--- config.mk ---
export PLATFORM = sky130hd
export DESIGN_NAME = multicycle_controller_flat
export DESIGN_NICKNAME = d
export VERILOG_FILES = /design/src/rtl/multicycle_controller_pkg.sv /design/src/rtl/multicycle_controller_if.sv /design/src/rtl/multicycle_controller_opcode_class_decoder.sv /design/src/rtl/multicycle_controller.sv /design/src/flat_wrapper.sv
export SDC_FILE = /design/constraint.sdc
export NUM_CORES = 1
export LEC_CHECK = 0
export BUFFER_PORTS_ARGS = -buffer_cell sky130_fd_sc_hd__buf_2
export CAP_MARGIN = 20
export CORE_AREA = 2 2 64 66
export CTS_CLUSTER_DIAMETER = 120
export CTS_CLUSTER_SIZE = 14
export DETAILED_ROUTE_END_ITERATION = 16
export DIE_AREA = 0 0 66 68
export GPL_ROUTABILITY_DRIVEN = 0
export PLACE_DENSITY = 0.82
export SYNTH_ARGS = -nofsm -noshare
export SYNTH_HDL_FRONTEND = slang
export SYNTH_SLANG_ARGS = --single-unit
--- constraint.sdc ---
create_clock -name clk -period 4.9 [get_ports clk]
set_clock_uncertainty 0.1 [all_clocks]
set_input_delay 0.98 -clock clk [delete_from_list [all_inputs] [get_ports clk]]
set_output_delay 0.98 -clock clk [all_outputs]
set_load 0.01 [all_outputs]
--- src/rtl/multicycle_controller_pkg.sv ---
// Shared encodings for the multi-cycle RV32I controller: FSM states, opcode
// classes, opcode constants and the datapath mux select codes.
package multicycle_controller_pkg;

    typedef enum logic [2:0] {
        S_IF  = 3'd0,
        S_ID  = 3'd1,
        S_EX  = 3'd2,
        S_MEM = 3'd3,
        S_WB  = 3'd4
    } state_e;

    typedef enum logic [2:0] {
        CL_R,
        CL_I,
        CL_LOAD,
        CL_STORE,
        CL_BRANCH,
        CL_JAL,
        CL_JALR,
        CL_ILLEGAL
    } op_class_e;

    localparam logic [6:0] OPC_R      = 7'b0110011;
    localparam logic [6:0] OPC_I      = 7'b0010011;
    localparam logic [6:0] OPC_LOAD   = 7'b0000011;
    localparam logic [6:0] OPC_STORE  = 7'b0100011;
    localparam logic [6:0] OPC_BRANCH = 7'b1100011;
    localparam logic [6:0] OPC_JAL    = 7'b1101111;
    localparam logic [6:0] OPC_JALR   = 7'b1100111;

    // pc_src: where the next PC comes from
    localparam logic [1:0] PCSRC_ALU    = 2'd0;
    localparam logic [1:0] PCSRC_ALUOUT = 2'd1;
    localparam logic [1:0] PCSRC_JALR   = 2'd2;

    // alu_src_a
    localparam logic [1:0] ASRC_PC    = 2'd0;
    localparam logic [1:0] ASRC_RS1   = 2'd1;
    localparam logic [1:0] ASRC_OLDPC = 2'd2;

    // alu_src_b
    localparam logic [1:0] BSRC_RS2  = 2'd0;
    localparam logic [1:0] BSRC_FOUR = 2'd1;
    localparam logic [1:0] BSRC_IMM  = 2'd2;

    // alu_op
    localparam logic [1:0] ALUOP_ADD    = 2'd0;
    localparam logic [1:0] ALUOP_BRANCH = 2'd1;
    localparam logic [1:0] ALUOP_FUNCT  = 2'd2;

    // wb_sel
    localparam logic [1:0] WB_ALUOUT = 2'd0;
    localparam logic [1:0] WB_MDR    = 2'd1;
    localparam logic [1:0] WB_PC     = 2'd2;

    // Control-flow instructions finish (and retire) in EX.
    function automatic logic retires_in_ex(input op_class_e cls);
        return (cls == CL_BRANCH) || (cls == CL_JAL) || (cls == CL_JALR);
    endfunction

endpackage

--- src/rtl/multicycle_controller_if.sv ---
// Memory-port bundle between the controller (master) and the unified
// instruction/data memory (slave).
//
// Handshake: mem_req is the request valid, mem_ready is the completion.
// A request transfers in any cycle where mem_req and mem_ready are both 1.
// Once raised, mem_req stays high (with mem_we and mem_addr_sel stable)
// until that cycle; mem_ready is meaningless while mem_req is low.
interface multicycle_controller_if;
    logic mem_req;
    logic mem_we;
    logic mem_addr_sel;
    logic mem_ready;

    modport master (
        output mem_req,
        output mem_we,
        output mem_addr_sel,
        input  mem_ready
    );

    modport slave (
        input  mem_req,
        input  mem_we,
        input  mem_addr_sel,
        output mem_ready
    );
endinterface

--- src/rtl/multicycle_controller_opcode_class_decoder.sv ---
// Pure combinational map from the RV32I major opcode to an instruction class.
// Anything outside the supported subset is classed as illegal.
module multicycle_controller_opcode_class_decoder
    import multicycle_controller_pkg::*;
(
    input  logic [6:0] opcode,
    output op_class_e  op_class
);

    // Classify the opcode field of IR
    always_comb begin
        op_class = CL_ILLEGAL;
        case (opcode)
            OPC_R:      op_class = CL_R;
            OPC_I:      op_class = CL_I;
            OPC_LOAD:   op_class = CL_LOAD;
            OPC_STORE:  op_class = CL_STORE;
            OPC_BRANCH: op_class = CL_BRANCH;
            OPC_JAL:    op_class = CL_JAL;
            OPC_JALR:   op_class = CL_JALR;
            default:    op_class = CL_ILLEGAL;
        endcase
    end

endmodule

--- src/rtl/multicycle_controller.sv ---
// Sequencing FSM for the multi-cycle RV32I datapath (IF, ID, EX, MEM, WB).
// Outputs are decoded from the registered state plus the live mem_ready /
// branch_taken inputs, so IR/PC loads happen in the cycle memory completes
// and a branch writes PC in the same EX cycle the compare resolves.
// All strobes are forced low while rstn is low so an in-flight memory
// request is dropped the instant reset asserts.
module multicycle_controller
    import multicycle_controller_pkg::*;
#(
    parameter int DATA_WIDTH = 32
) (
    input  logic                      clk,
    input  logic                      rstn,
    input  logic [6:0]                opcode,
    input  logic                      branch_taken,
    multicycle_controller_if.master   mem,
    output logic                      ir_write,
    output logic                      pc_write,
    output logic [1:0]                pc_src,
    output logic [1:0]                alu_src_a,
    output logic [1:0]                alu_src_b,
    output logic [1:0]                alu_op,
    output logic                      reg_write,
    output logic [1:0]                wb_sel,
    output logic                      illegal_instr,
    output logic [DATA_WIDTH-1:0]     instret,
    output logic [2:0]                state
);

    state_e                state_q, state_d;
    logic [DATA_WIDTH-1:0] instret_q, instret_d;
    logic                  illegal_q, illegal_d;
    op_class_e             op_class;

    // Ungated strobes; gated with rstn at the ports
    logic mem_req_c;
    logic ir_write_c;
    logic pc_write_c;
    logic reg_write_c;

    multicycle_controller_opcode_class_decoder u_decoder (
        .opcode   (opcode),
        .op_class (op_class)
    );

    // Next-state, counters and per-state datapath controls
    always_comb begin
        state_d          = state_q;
        instret_d        = instret_q;
        illegal_d        = illegal_q;
        mem_req_c        = 1'b0;
        mem.mem_we       = 1'b0;
        mem.mem_addr_sel = 1'b0;
        ir_write_c       = 1'b0;
        pc_write_c       = 1'b0;
        pc_src           = PCSRC_ALU;
        alu_src_a        = ASRC_PC;
        alu_src_b        = BSRC_RS2;
        alu_op           = ALUOP_ADD;
        reg_write_c      = 1'b0;
        wb_sel           = WB_ALUOUT;

        case (state_q)
            S_IF: begin
                // Fetch at PC while the ALU forms PC+4
                mem_req_c = 1'b1;
                alu_src_a = ASRC_PC;
                alu_src_b = BSRC_FOUR;
                alu_op    = ALUOP_ADD;
                if (mem.mem_ready) begin
                    ir_write_c = 1'b1;
                    pc_write_c = 1'b1;
                    pc_src     = PCSRC_ALU;
                    state_d    = S_ID;
                end
            end

            S_ID: begin
                // Speculative branch/jal target into alu_out
                alu_src_a = ASRC_OLDPC;
                alu_src_b = BSRC_IMM;
                alu_op    = ALUOP_ADD;
                state_d   = S_EX;
            end

            S_EX: begin
                state_d = S_IF;
                case (op_class)
                    CL_R: begin
                        alu_src_a = ASRC_RS1;
                        alu_src_b = BSRC_RS2;
                        alu_op    = ALUOP_FUNCT;
                        state_d   = S_WB;
                    end
                    CL_I: begin
                        alu_src_a = ASRC_RS1;
                        alu_src_b = BSRC_IMM;
                        alu_op    = ALUOP_FUNCT;
                        state_d   = S_WB;
                    end
                    CL_LOAD, CL_STORE: begin
                        alu_src_a = ASRC_RS1;
                        alu_src_b = BSRC_IMM;
                        alu_op    = ALUOP_ADD;
                        state_d   = S_MEM;
                    end
                    CL_BRANCH: begin
                        alu_src_a  = ASRC_RS1;
                        alu_src_b  = BSRC_RS2;
                        alu_op     = ALUOP_BRANCH;
                        pc_write_c = branch_taken;
                        pc_src     = PCSRC_ALUOUT;
                    end
                    CL_JAL: begin
                        pc_write_c  = 1'b1;
                        pc_src      = PCSRC_ALUOUT;
                        reg_write_c = 1'b1;
                        wb_sel      = WB_PC;
                    end
                    CL_JALR: begin
                        alu_src_a   = ASRC_RS1;
                        alu_src_b   = BSRC_IMM;
                        alu_op      = ALUOP_ADD;
                        pc_write_c  = 1'b1;
                        pc_src      = PCSRC_JALR;
                        reg_write_c = 1'b1;
                        wb_sel      = WB_PC;
                    end
                    default: begin
                        // Unsupported opcode: flag it and carry on as a NOP
                        illegal_d = 1'b1;
                    end
                endcase
                if (retires_in_ex(op_class)) begin
                    instret_d = instret_q + DATA_WIDTH'(1);
                end
            end

            S_MEM: begin
                mem_req_c        = 1'b1;
                mem.mem_addr_sel = 1'b1;
                mem.mem_we       = (op_class == CL_STORE);
                if (mem.mem_ready) begin
                    if (op_class == CL_STORE) begin
                        instret_d = instret_q + DATA_WIDTH'(1);
                        state_d   = S_IF;
                    end else begin
                        state_d   = S_WB;
                    end
                end
            end

            S_WB: begin
                reg_write_c = 1'b1;
                wb_sel      = (op_class == CL_LOAD) ? WB_MDR : WB_ALUOUT;
                instret_d   = instret_q + DATA_WIDTH'(1);
                state_d     = S_IF;
            end

            default: begin
                state_d = S_IF;
            end
        endcase
    end

    // State, retired count and sticky illegal flag
    always_ff @(posedge clk or negedge rstn) begin
        if (!rstn) begin
            state_q   <= S_IF;
            instret_q <= '0;
            illegal_q <= 1'b0;
        end else begin
            state_q   <= state_d;
            instret_q <= instret_d;
            illegal_q <= illegal_d;
        end
    end

    assign mem.mem_req   = mem_req_c   & rstn;
    assign ir_write      = ir_write_c  & rstn;
    assign pc_write      = pc_write_c  & rstn;
    assign reg_write     = reg_write_c & rstn;
    assign illegal_instr = illegal_q;
    assign instret       = instret_q;
    assign state         = state_q;

endmodule
--- src/flat_wrapper.sv ---
// flat-port wrapper written by rule: the top's interface ports become plain ports
module multicycle_controller_flat import multicycle_controller_pkg::*;
#(
    parameter int DATA_WIDTH = 32
)
  (clk, rstn, opcode, branch_taken, ir_write, pc_write, pc_src, alu_src_a, alu_src_b, alu_op, reg_write, wb_sel, illegal_instr, instret, state, mem_mem_req, mem_mem_we, mem_mem_addr_sel, mem_mem_ready);
  multicycle_controller_if mem_i ();
  input  logic clk;
  input  logic rstn;
  input  logic [6:0] opcode;
  input  logic branch_taken;
  output logic ir_write;
  output logic pc_write;
  output logic [1:0] pc_src;
  output logic [1:0] alu_src_a;
  output logic [1:0] alu_src_b;
  output logic [1:0] alu_op;
  output logic reg_write;
  output logic [1:0] wb_sel;
  output logic illegal_instr;
  output logic [DATA_WIDTH-1:0] instret;
  output logic [2:0] state;
  output wire logic [$bits(mem_i.mem_req)-1:0] mem_mem_req;
  output wire logic [$bits(mem_i.mem_we)-1:0] mem_mem_we;
  output wire logic [$bits(mem_i.mem_addr_sel)-1:0] mem_mem_addr_sel;
  input wire logic [$bits(mem_i.mem_ready)-1:0] mem_mem_ready;
  assign mem_mem_req = mem_i.mem_req;
  assign mem_mem_we = mem_i.mem_we;
  assign mem_mem_addr_sel = mem_i.mem_addr_sel;
  assign mem_i.mem_ready = mem_mem_ready;
  multicycle_controller #(.DATA_WIDTH(DATA_WIDTH)) u_core (.clk(clk), .rstn(rstn), .opcode(opcode), .branch_taken(branch_taken), .mem(mem_i), .ir_write(ir_write), .pc_write(pc_write), .pc_src(pc_src), .alu_src_a(alu_src_a), .alu_src_b(alu_src_b), .alu_op(alu_op), .reg_write(reg_write), .wb_sel(wb_sel), .illegal_instr(illegal_instr), .instret(instret), .state(state));
endmodule
==> results of run 1 <==
## worst max-delay path, delay by kind of cell
family	cells	cell delay, ns
buffers and inverters	2	0.33
AND/OR/NAND/NOR	2	1.01
## flip-flops by register name, summed over array words and instances (netlist names)
register / flops
u_core.illegal_instr: 1
u_core.instret: 32
u_core.state: 3
## where the power goes
group / internal [mW] / switching [mW] / total (mW)
combinational: 0.102 / 0.135 / 0.237
clock: 0.114 / 0.105 / 0.219
sequential: 0.327 / 0.0519 / 0.379
total: 0.543 / 0.292 / 0.835
## cells by family after synthesis
group / count (synthesis) / synth area share [%]
adders and majority gates: 1 / 0.630
AOI/OAI and AO/OA: 21 / 7.50
DFF: 36 / 45.4
buffers and inverters: 12 / 3.72
muxes: 1 / 0.567
and+or+nand+nor: 100 / 28.5
xor gates and xnor gates: 31 / 13.7
## cells in the final DEF (no fill, tap or decap), types with 2 or more instances in the layout
| cell type | Yosys | final |
|---|---|---|
| o21a_1 | 2 | 2 |
| o21ai_0 | 4 | 4 |
| nand2_1 | 17 | 17 |
| nor2b_1 | 3 | 3 |
| o21bai_1 | 3 | 3 |
| xnor2_1 | 16 | 16 |
| clkbuf_8 | 1 | 6 |
| nor2_1 | 19 | 19 |
| dfrtp_1 | 36 | 36 |
| nor4_1 | 7 | 7 |
| and3b_1 | 2 | 2 |
| inv_1 | 7 | 7 |
| xor2_1 | 15 | 15 |
| nand3_1 | 11 | 11 |
| or2_2 | 2 | 2 |
| buf_2 | 0 | 62 |
| and4_2 | 2 | 2 |
| nand3b_1 | 2 | 2 |
| or2b_2 | 2 | 2 |
| and3_2 | 2 | 2 |
| nor3_1 | 12 | 12 |
| and3_1 | 3 | 3 |
| and4_1 | 2 | 2 |
| a21oi_1 | 5 | 5 |
| o2111ai_1 | 2 | 2 |
| nand4_1 | 6 | 6 |
## layout make-up
cell class              count  area, um^2
repair buffers             62         310
inverters                   7        26.3
clock inverters             1        7.51
multi-input cells         154        1010
well taps                  50        62.6
clock buffers               7        86.3
flip-flops and latches     36         901
fillers                   364        1450
## worst max-delay path by stage
stage              start         to  slack, ns  depth (start not counted)
4_1_cts        opcode[2]  alu_op[1]       1.52                          4
5_1_grt        opcode[1]  alu_op[1]       1.44                          5
3_5_place_dp   opcode[2]  alu_op[1]       1.52                          4
2_1_floorplan  opcode[2]  alu_op[1]       1.68                          3
3_3_place_gp   opcode[2]  alu_op[1]       1.55                          4
6_report       opcode[2]  alu_op[1]       1.49                          4
## per-layer routing
metal	wire length [um]	share of wire, %	track usage [%]
met4	71	1.7	7.91
met3	263	6.3	6.74
met2	1890	46	31.2
met1	1920	46	24.7
met5	0	0	0
## metrics by stage
| stage | setup WS (ns) | hold slack, ns |
|---|---|---|
| after CTS | 1.52 | 0.372 |
| after detailed placement | 1.52 | 0.362 |
| after global placement | 1.55 | 0.353 |
| after floorplan | 1.68 | 0.404 |
| final | 1.49 | 0.364 |
| after global routing | 1.44 | 0.390 |
## Yosys cell counts (all sizes together) (2+ instances only)
cell | n | share of area, %
o21bai | 3 | 1.1
and3 | 5 | 1.7
or2 | 2 | 0.63
and4 | 4 | 1.9
dfrtp | 36 | 45
inv | 7 | 1.3
nor2b | 3 | 0.95
nand2 | 17 | 3.2
nor2 | 19 | 3.6
o21ai | 4 | 1.0
and3b | 2 | 0.88
a21oi | 5 | 1.3
o2111ai | 2 | 0.88
xor2 | 15 | 6.6
nor3 | 12 | 3.0
buf | 4 | 1.7
nor4 | 8 | 3.3
nand3 | 11 | 2.8
xnor2 | 16 | 7.1
or2b | 2 | 0.88
o21a | 2 | 0.76
nand3b | 2 | 0.76
nand4 | 6 | 1.9
==> results.sh, run 1 <==
export IMPL_crit_chain="buf_2, or4_2, nor3_1, buf_2"
export IMPL_tns_ns=0
export IMPL_clkSinkCount=36
export IMPL_post_dp_hpwl_um=3040
export IMPL_grt_max_degree=41
export IMPL_place_inst=309
export IMPL_total_power_mw=0.835
export IMPL_hold_start="u_core.instret[31]"
export IMPL_r2r_end="u_core.instret[1]"
export IMPL_max_clock_path_buffers=2
export IMPL_yosys_most_used_dff="dfrtp_1"
export IMPL_status="finished, final reports clean"
export IMPL_crit_type="in -> out"
export IMPL_worst_r2r_path_depth=4
export IMPL_fin_util_pct=62.3
export IMPL_die_width_um=66
export IMPL_finalHoldViolCount=0
export IMPL_syn_area_mm2=0.00198
export IMPL_synth_edf_count=0
export IMPL_report_final_setup_viol=0
export IMPL_grt_pass1_wl_um=6650
export IMPL_wl_per_cell_um=13.1
export IMPL_end_kind="output port"
export IMPL_cts_hold_buf=0
export IMPL_io_buffers=62
export IMPL_grt_total_usage_pct=19.6
export IMPL_totalWireLength_um=4140
export IMPL_diodes=0
export IMPL_syn_inst=202
export IMPL_stdcell_count=317
export IMPL_place_area_mm2=0.00231
export IMPL_relSlewSlack_pct=44.8
export IMPL_hold_path_endpoint="u_core.instret[31]"
export IMPL_cp_arrival_ns=2.33
export IMPL_fmax_mhz=293
export IMPL_power_per_cell_area_mw_per_mm2=348
export IMPL_drtIter0Drc=96
export IMPL_hold_class="reg -> reg"
export IMPL_crit_required_ns=3.82
export IMPL_syn_mean_instance_area_um2=9.82
export IMPL_synthDistinctLibCells=42
export IMPL_final_nets=278
export IMPL_rrSetupSlack_ns=2.64
export IMPL_p_leak_nw=1.22
export IMPL_drive_gt1_share_pct=31.8
export IMPL_post_cts_buffers=0
export IMPL_insertion_delay_ns=0.29
export IMPL_drt_pass1_iterations=5
export IMPL_fp_row_count=23
export IMPL_rsz0062_at_grt="false"
export IMPL_cts_resized=0
export IMPL_synth_net_count=214
export IMPL_dieArea_mm2=0.00449
export IMPL_cp_start_kind="input pin"
export IMPL_vias=1728
export IMPL_ant_nets=0
export IMPL_reg2reg_from="u_core.state[2]"
export IMPL_die_h_um=68
export IMPL_final_period_utilization_pct=69.6
export IMPL_grt_ovfl_total=0
export IMPL_crit_top_cell="buf_2"
export IMPL_crit_slowest_cell="or4_2"
export IMPL_synthArstFlopShare_pct=100
export IMPL_synth_seq_cells=36
export IMPL_drc_errors=0
export IMPL_cap_violations=0
export IMPL_slew_violations=0
export IMPL_hold_depth=1
export IMPL_peakVddDrop_v=0.000236
export IMPL_grt_pass1_vias=1490
export IMPL_cp_max_fo=9
export IMPL_area_growth_pct=21.1
export IMPL_ys_warn_count=0
export IMPL_critPathMaxStageDelay_ns=0.69
export IMPL_fin_area_mm2=0.00240
export IMPL_cts_htree_levels=2
export IMPL_period_minus_slack_ns=3.41
export IMPL_numCtsBuffers=5
export IMPL_tightest_slew_ns=0.827
export IMPL_root_buffer="clkbuf_8"
export IMPL_ioPinCount=63
export IMPL_via_per_inst=5.45
export IMPL_coreArea_mm2=0.00386
export IMPL_path_clk_slew_ns=0.07
export IMPL_cts_tree="yes"
export IMPL_antenna_found_initial=0
export IMPL_synth_yosys_seq_area_share_pct=45.4
export IMPL_start_util_pct=51.5
No activity file was read; power rests on OpenSTA's default activity.
==> inputs of run 2 (changes only) <==
Settings changed: ABC_AREA set to 1, CORE_AREA 2 2 64 66 to 2 2 74 76, DIE_AREA 0 0 66 68 to 0 0 76 78, PLACE_DENSITY 0.82 to 0.77.
Clock period 4.9 ns to 3.3 ns, I/O delays scaled along.
==> results.sh, run 2 <==
export IMPL_status="finished, final reports clean"
export IMPL_cp_max_fo=5
export IMPL_worst_r2r_path_depth=10
export IMPL_grt_pass1_vias=2542
export IMPL_synthArstFlopShare_pct=100
export IMPL_power_per_cell_area_mw_per_mm2=470
export IMPL_root_buffer="clkbuf_8"
export IMPL_slew_violations=0
export IMPL_fin_area_mm2=0.00313
export IMPL_rsz0062_at_grt="false"
export IMPL_numCtsBuffers=5
export IMPL_end_kind="output port"
export IMPL_coreArea_mm2=0.00504
export IMPL_crit_chain="buf_2, inv_1, nand2_2, nor2_2, nand2_1, nand3_1, nand2_1, nor3_1, buf_2"
export IMPL_path_buf_inv=3
export IMPL_insertion_delay_ns=0.29
export IMPL_diodes=0
export IMPL_area_growth_pct=18.2
export IMPL_place_area_mm2=0.00302
export IMPL_report_final_setup_viol=0
export IMPL_drt_pass1_iterations=5
export IMPL_layout_commonest_cell="nand2_1"
export IMPL_cts_resized=0
export IMPL_synth_net_count=459
export IMPL_die_width_um=76
export IMPL_cap_violations=0
export IMPL_antenna_found_initial=0
export IMPL_crit_slowest_cell="nor2_2"
export IMPL_synth_yosys_seq_area_share_pct=34.0
export IMPL_cts_htree_levels=2
export IMPL_drc_errors=0
export IMPL_p_leak_nw=1.72
export IMPL_wl_per_cell_um=11.5
export IMPL_drtIter0Drc=216
export IMPL_dieArea_mm2=0.00593
export IMPL_die_h_um=78
export IMPL_syn_inst=447
export IMPL_grt_ovfl_total=0
export IMPL_tns_ns=0
export IMPL_period_minus_slack_ns=2.56
export IMPL_rrSetupSlack_ns=1.25
export IMPL_fp_row_count=26
export IMPL_cp_num_cells=9
export IMPL_grt_pass1_wl_um=11400
export IMPL_ant_nets=0
export IMPL_path_clk_slew_ns=0.07
export IMPL_fmax_mhz=391
export IMPL_crit_required_ns=2.54
export IMPL_synthDistinctLibCells=22
export IMPL_hold_class="in -> async"
export IMPL_tightest_slew_ns=0.615
export IMPL_mostFrequentLayoutCells="nand2_1 (229), nor2_1 (69), buf_2 (62)"
export IMPL_r2r_end="u_core.instret[28]"
export IMPL_clkSinkCount=36
export IMPL_yosys_most_used_dff="dfrtp_1"
export IMPL_yosysMostFrequentCell="nand2_1"
export IMPL_synth_edf_count=0
export IMPL_cts_hold_buf=0
export IMPL_grt_max_degree=37
export IMPL_ioPinCount=63
export IMPL_max_clock_path_buffers=2
export IMPL_relSlewSlack_pct=58.9
export IMPL_drive_gt1_share_pct=16.4
export IMPL_cp_start_kind="input pin"
export IMPL_cp_arrival_ns=1.80
export IMPL_post_cts_buffers=0
export IMPL_totalWireLength_um=6710
export IMPL_synth_top_area_share_pct=34.0
export IMPL_critPathMaxStageDelay_ns=0.19
export IMPL_start_util_pct=52.5
export IMPL_synth_seq_cells=36
export IMPL_io_buffers=62
export IMPL_finalHoldViolCount=0
export IMPL_syn_area_mm2=0.00265
export IMPL_reg2reg_from="u_core.instret[0]"
export IMPL_yosysTopAreaCell="dfrtp_1"
export IMPL_syn_mean_instance_area_um2=5.92
export IMPL_post_dp_hpwl_um=5120
export IMPL_final_period_utilization_pct=77.6
export IMPL_critPathTopFamily="simple AND/OR/NAND/NOR gates"
export IMPL_vias=2849
export IMPL_via_per_inst=4.89
export IMPL_peakVddDrop_v=0.000448
export IMPL_largest_reg_flops=32
export IMPL_synth_commonest_cells="nand2_1 (229), nor2_1 (69), inv_1 (39)"
export IMPL_grt_total_usage_pct=23.6
export IMPL_crit_type="in -> out"
export IMPL_ys_warn_count=0
export IMPL_yosys_top_cells_area="dfrtp_1 (34%), nand2_1 (32%), nor2_1 (9.8%)"
export IMPL_final_nets=524
export IMPL_cts_tree="yes"
[run 2: how the worst max path moves through the flow]
| stage | start | end | slack, ns |
|---|---|---|---|
| after global routing | opcode[4] | alu_op[0] | 0.60 |
| after global placement | opcode[4] | alu_op[0] | 0.85 |
| after CTS | opcode[4] | alu_op[0] | 0.77 |
| after floorplan | opcode[1] | alu_op[0] | 1.01 |
| after detailed placement | opcode[4] | alu_op[0] | 0.78 |
| final | opcode[4] | alu_op[0] | 0.74 |
[run 2: power breakdown]
| part | switching, mW | total [mW] | internal (mW) | leakage (nW) |
|---|---|---|---|---|
| combinational | 0.368 | 0.532 | 0.164 | 1.17 |
| clock | 0.161 | 0.385 | 0.223 | 0.0541 |
| sequential | 0.0706 | 0.554 | 0.483 | 0.490 |
| total | 0.600 | 1.47 | 0.870 | 1.72 |
[run 2: area by class of cell]
cell class	instances	area [um^2]
clock buffers	5	68.8
flip-flops and latches	36	901
inverters	41	154
well taps	70	87.6
clock inverters	3	42.5
fillers	527	1910
multi-input cells	364	1550
repair buffers	64	325
[run 2: cell families after synthesis]
group,synth area share [%]
AO/OA/AOI/OAI,2.55
XOR/XNOR,4.96
adder cells (fa/ha/maj),0.473
buffers and inverters,7.42
flip-flops,34.0
AND/OR/NAND/NOR,50.5
[run 2: worst reg2reg max path: stages (launching register included)]
cell,delay (ns)
dfrtp_1,0.48
ha_1,0.31
inv_1,0.08
nor2_1,0.32
inv_1,0.07
nor2_1,0.27
nand2_1,0.10
nand2_1,0.07
nand2_1,0.05
nand2_1,0.05
nand2_1,0.05
[run 2: layer usage]
metal	global-route usage [%]	vias to the layer above	share of wire, %
li1	-	1481	-
met1	31.9	1269	47
met2	40.3	91	46
met3	3.72	8	5.6
met4	4.91	0	0.97
met5	0	-	0
[run 2: through the flow]
stage	worst slack, ns	util, %	hold WS (ns)	instances	total power, mW
detailed placement	0.779	59.8	0.394	575	1.10
global placement	0.853	59.8	0.382	575	1.09
CTS	0.775	62.0	0.398	583	1.48
global route	0.603	62.0	0.423	583	1.58
finish	0.741	62.0	0.384	583	1.47
floorplan	1.01	-	0.264	447	0.954
